$ cat src/rtl/JZJCoreFTypes.sv
// Shared core types: instruction address select and
// the instruction sequencer state encoding.
package JZJCoreFTypes;

    typedef enum logic {
        NEXT_PC    = 1'b0,
        CURRENT_PC = 1'b1
    } InstructionAddressSource_t;

    typedef enum logic [1:0] {
        INITIAL_FETCH = 2'd0,
        EXECUTE       = 2'd1,
        MEM_WAIT      = 2'd2,
        HALTED        = 2'd3
    } SequencerState_t;

endpackage

$ cat src/rtl/retire_counter.sv
// Free-running retired-instruction counter.
// Wraps modulo 2^32; cleared by asynchronous reset.
module retire_counter (
    input  logic        clock,
    input  logic        reset,
    input  logic        increment,
    output logic [31:0] instret
);

    // count one retirement per enabled edge
    always_ff @(posedge clock or posedge reset) begin
        if (reset)
            instret <= 32'd0;
        else if (increment)
            instret <= instret + 32'd1;
    end

endmodule

$ cat src/rtl/core_sequencer.sv
// Instruction sequencer: steers the fetch address mux, gates
// PC/rd writes, stretches loads/stores and handles halt/resume.
module core_sequencer
    import JZJCoreFTypes::*;
#(
    parameter int unsigned MEM_LATENCY = 1
) (
    input  logic                      clock,
    input  logic                      reset,
    input  logic                      mem_access_request,
    input  logic                      halt_request,
    input  logic                      resume,
    output InstructionAddressSource_t instruction_address_source,
    output logic                      pc_write_enable,
    output logic                      rd_write_enable,
    output logic                      data_port_enable,
    output logic                      halted,
    output logic [31:0]               instret
);

    localparam logic [3:0] LoadCount = 4'(MEM_LATENCY - 1);

    SequencerState_t state;
    logic [3:0]      waitCount;
    logic            retire;

    // state and memory wait countdown
    always_ff @(posedge clock or posedge reset) begin
        if (reset) begin
            state     <= INITIAL_FETCH;
            waitCount <= 4'd0;
        end else begin
            case (state)
                INITIAL_FETCH: state <= EXECUTE;
                EXECUTE: begin
                    if (halt_request)
                        state <= HALTED;
                    else if (mem_access_request) begin
                        waitCount <= LoadCount;
                        state     <= MEM_WAIT;
                    end
                end
                MEM_WAIT: begin
                    if (waitCount != 4'd0)
                        waitCount <= waitCount - 4'd1;
                    else
                        state <= EXECUTE;
                end
                HALTED: begin
                    if (resume)
                        state <= EXECUTE;
                end
                default: state <= INITIAL_FETCH;
            endcase
        end
    end

    // Mealy output decode from state and live inputs
    always_comb begin
        instruction_address_source = CURRENT_PC;
        pc_write_enable            = 1'b0;
        rd_write_enable            = 1'b0;
        data_port_enable           = 1'b0;
        halted                     = 1'b0;
        retire                     = 1'b0;
        case (state)
            EXECUTE: begin
                if (halt_request) begin
                    instruction_address_source = CURRENT_PC;
                end else if (mem_access_request) begin
                    data_port_enable = 1'b1;
                end else begin
                    instruction_address_source = NEXT_PC;
                    pc_write_enable            = 1'b1;
                    rd_write_enable            = 1'b1;
                    retire                     = 1'b1;
                end
            end
            MEM_WAIT: begin
                data_port_enable = 1'b1;
                if (waitCount == 4'd0) begin
                    instruction_address_source = NEXT_PC;
                    pc_write_enable            = 1'b1;
                    rd_write_enable            = 1'b1;
                    retire                     = 1'b1;
                end
            end
            HALTED: begin
                halted = 1'b1;
                if (resume) begin
                    // step past the halting instruction, no rd commit
                    instruction_address_source = NEXT_PC;
                    pc_write_enable            = 1'b1;
                    retire                     = 1'b1;
                end
            end
            default: begin
                instruction_address_source = CURRENT_PC;
            end
        endcase
    end

    retire_counter retireCounter (
        .clock     (clock),
        .reset     (reset),
        .increment (retire),
        .instret   (instret)
    );

endmodule

$ cat config.mk
export PLATFORM = sky130hd
export DESIGN_NAME = core_sequencer
export DESIGN_NICKNAME = d
export VERILOG_FILES = /design/src/rtl/JZJCoreFTypes.sv /design/src/rtl/retire_counter.sv /design/src/rtl/core_sequencer.sv
export SDC_FILE = /design/constraint.sdc
export NUM_CORES = 1
export LEC_CHECK = 0
export BUFFER_PORTS_ARGS = -buffer_cell sky130_fd_sc_hd__buf_2
export CAP_MARGIN = 20
export CORE_ASPECT_RATIO = 1.4
export CORE_MARGIN = 2
export CORE_UTILIZATION = 35
export CTS_BUF_LIST = sky130_fd_sc_hd__clkbuf_4
export DETAILED_ROUTE_END_ITERATION = 8
export SYNTH_ARGS = -nofsm -noshare
export SYNTH_HDL_FRONTEND = slang
export SYNTH_HIERARCHICAL = 1
export SYNTH_SLANG_ARGS = --single-unit
$ cat constraint.sdc
create_clock -name clock -period 5.5 [get_ports clock]
set_clock_uncertainty 0.2 [all_clocks]
set_input_delay 0.275 -clock clock [delete_from_list [all_inputs] [get_ports clock]]
set_output_delay 0.275 -clock clock [all_outputs]
set_load 0.01 [all_outputs]
==> impl_metrics.ini <==
[route]
drt_first_pass_iters = 4
postRouteWirelength_mm = 4.07
route.detailed.drc = 0
routed_wire_length_per_instance_um = 13.3
routed-via-count = 1512
drt_first_iter_violations = 66
via_per_inst = 4.94
final_antenna_net_count = 0

[logic_synthesis]
postSynthNetCount = 201
ys_ff_latch = 38
warnings_synthesis = 6
synth.yosys.seq_area_share_pct = 46.9
synth_cells = 190
mappedNetlistArea_um2 = 2030
synth_cell_type_count = 43
synthesis.area_per_instance_um2 = 10.7

[critical_path]
crit_path_max_fanout = 7
path_delay_family = simple AND/OR/NAND/NOR gates
critPathKind = reg -> reg
worst-endpoint-arrival_ns = 3.06
cp-start-kind = flop
crit_required_ns = 5.56
cp_slowest_cell = sky130_fd_sc_hd__dfrtp_1
cp-end-kind = flop
slowest_delay_ns = 0.43
cp_cell_instances = inv_1 -> ha_1 -> nor3b_4 -> and2_2 -> a21oi_1 -> a21oi_1 -> and4_2 -> nand3_4 -> nor4b_2 -> xor2_1
cp_common_cell = sky130_fd_sc_hd__a21oi_1
total_buffers_and_inverters_traversed_by_the_critical_path = 1

[cts]
postCtsSetupBuffers = 0
path_clk_slew_ns = 0.11
cts_num_sinks = 38
tritoncts = built
cts_made_buffers = 5
clock_insertion_delay_at_the_later_pin_of_the_skew_report_ns = 0.33
cts.path.max_buffers = 2
root_buffer = sky130_fd_sc_hd__clkbuf_4
htree_levels = 2

[grt]
first_global_vias = 1505
grt_pass1_wl_mm = 7.02
track_usage_pct = 14.3
largest_net_degree_at_the_start_of_global_routing = 33
grt_antenna_before_repair = 0
globalRouteOverflowTotal = 0

[sta]
tightestPinTransition_ns = 0.469
timing_hold_violations_final = 0
layout_worst_path_cycle_share_pct = 54.5
rsz0062_at_grt = no
timing.final.max_slew_violations = 0
max_freq_mhz = 333
tns_ns = 0
min_period_ns = 3.00
slew_headroom_pct = 68.8
finalSetupViolCount = 0

[floorplan]
floorplan.initialDensity_pct = 36.4
fp-row-count = 32
die_y_um = 94.1
design.die.area_um2 = 6430
core_region_area_um2 = 5570
io_pins = 42
floorplan.die.width_um = 68.3

[final_layout]
area_growth_syn_to_layout_pct = 16.7
nFillCells = 545
nets = 248
post-route-util_pct = 42.5
antenna-diode-count = 0
layout-drive-gt1-share_pct = 26.9

[min_path]
min_path_type = in -> reg

[power_and_ir_drop]
vdd.ir_drop.worst_v = 0.000215
power_density_nw_per_um2 = 301
cellLeakagePower_nw = 1.25

[place]
number_of_port_buffers = 41
gpl.final_weighted_congestion = 0.765
dpl.hpwl_mm = 3.08

[run_status]
outcome = complete, no violations

[job]
drv.max_cap_violation_count = 0
## routing by layer
layer | vias to the layer above | global-route usage, % | part of all wire [%] | wire, µm
li1 | 751 | - | - | -
met1 | 722 | 16.9 | 42 | 1690
met2 | 34 | 24.8 | 52 | 2120
met3 | 5 | 3.72 | 4.9 | 201
met4 | 0 | 4.00 | 1.3 | 51
met5 | - | 0 | 0 | 0
## state kept, by name, summed over array words and instances, names as in the netlist
signal / flops
retireCounter/instret: 32
waitCount: 4
state: 2
## stage by stage
stage / hold slack, ns / cells / worst slack [ns] / area (µm²) / power, W
CTS: 0.0270 / 306 / 2.47 / 2370 / 0.000726
floorplan: -0.134 / 190 / 2.66 / 2030 / 0.000499
finish: 0.0438 / 306 / 2.50 / 2370 / 0.000712
detailed placement: 0.0261 / 297 / 2.49 / 2300 / 0.000579
global placement: 0.0284 / 297 / 2.65 / 2300 / 0.000580
global route: 0.0660 / 306 / 2.20 / 2370 / 0.000767
## worst register-to-register path, delay by kind of cell, from the launching register on
kind	cells	cell delay, ns
fa+ha+maj	1	0.20
buf+inv	1	0.07
compound gates	2	0.45
xor+xnor	1	0.18
flops	1	0.43
simple gates	5	1.39
## worst paths after layout
kind | slack [ns] | cells after the start | start | endpoint
max | 2.50 | 10 | waitCount[0]$_DFFE_PP0P_ | retireCounter/instret[27]$_DFFE_PP0P_
min | 0.04 | 3 | halt_request | state[0]$_DFFE_PP0P_
max reg2reg | 2.50 | 10 | waitCount[0]$_DFFE_PP0P_ | retireCounter/instret[27]$_DFFE_PP0P_
min reg2reg | 0.27 | 1 | retireCounter/instret[31]$_DFFE_PP0P_ | retireCounter/instret[31]$_DFFE_PP0P_
max in group asynchronous | 4.44 | 4 | reset | retireCounter/instret[7]$_DFFE_PP0P_
min in group asynchronous | 0.21 | 3 | reset | waitCount[0]$_DFFE_PP0P_
## power by group
part           total, W  switching (W)  leakage [nW]  internal (W)
clock network  0.000141      0.0000884        0.0331     0.0000530
logic          0.000225       0.000129         0.711     0.0000959
registers      0.000345      0.0000352         0.505      0.000310
## cell type report
class,count,area (µm²),share of cell area [%]
clock buffers,6,45.0,1.90
repair buffers,43,223,9.41
flip-flops and latches,38,951,40.2
multi-input cells,136,1000,42.5
clock inverters,2,8.76,0.370
well taps,68,85.1,3.60
inverters,13,48.8,2.06
## synthesized netlist by cell type (all sizes together)
master,instances,area share [%]
and2,3,0.99
or3b,1,0.43
xnor2,14,6.0
nand3,12,3.8
xor2,18,7.8
inv,13,2.4
buf,3,1.2
nor4b,1,0.74
nor2,10,1.9
and3,5,1.6
nor2b,3,0.93
nand2b,1,0.31
nor4,5,3.0
or4,1,0.37
nor3,7,1.7
a21oi,4,0.99
and2b,1,0.43
nor3b,2,1.3
nand4,5,2.3
dfrtp,38,47
o211ai,1,0.37
o31ai,1,0.37
and4,6,2.9
o22ai,1,0.62
nand2,15,2.8
o21a,2,0.74
a41oi,1,0.43
ha,6,3.7
mux2,1,0.56
o221ai,1,0.43
o21ai,7,1.7
a31oi,1,0.31
## cell usage in the layout, fill, tap and decap left out, types with 2 or more instances in the layout
master and n:
sky130_fd_sc_hd__o21ai_0 7, sky130_fd_sc_hd__and4_4 2, sky130_fd_sc_hd__clkbuf_4 6, sky130_fd_sc_hd__nor3_1 7, sky130_fd_sc_hd__nor4_4 2, sky130_fd_sc_hd__nor2b_1 3
sky130_fd_sc_hd__nand2_1 15, sky130_fd_sc_hd__xor2_1 18, sky130_fd_sc_hd__buf_2 41, sky130_fd_sc_hd__nor2_1 10, sky130_fd_sc_hd__and2_1 2, sky130_fd_sc_hd__and3_1 4
sky130_fd_sc_hd__o21a_1 2, sky130_fd_sc_hd__nand4_1 4, sky130_fd_sc_hd__nand3_1 10, sky130_fd_sc_hd__dfrtp_1 38, sky130_fd_sc_hd__nor4_1 3, sky130_fd_sc_hd__a21oi_1 4
sky130_fd_sc_hd__inv_1 13, sky130_fd_sc_hd__ha_1 6, sky130_fd_sc_hd__and4_1 3, sky130_fd_sc_hd__xnor2_1 14
## cell families after synthesis
| kind of cell | Yosys count | share of synthesized area (%) |
|---|---|---|
| AND/OR/NAND/NOR | 78 | 25.5 |
| buffers and inverters | 16 | 3.58 |
| AO/OA/AOI/OAI | 19 | 5.98 |
| multiplexers | 1 | 0.555 |
| flip-flops | 38 | 46.9 |
| XOR/XNOR | 32 | 13.8 |
| adder cells (fa/ha/maj) | 6 | 3.70 |
## timing repair
action | 4_1_cts | 5_1_grt
endpoints found under the setup margin | 0 | 0
hold buffers | 1 | 0
hold endpoints to repair | 38 | 0
gates resized for setup | 0 | 0
Power figures use the tool's default switching activity.
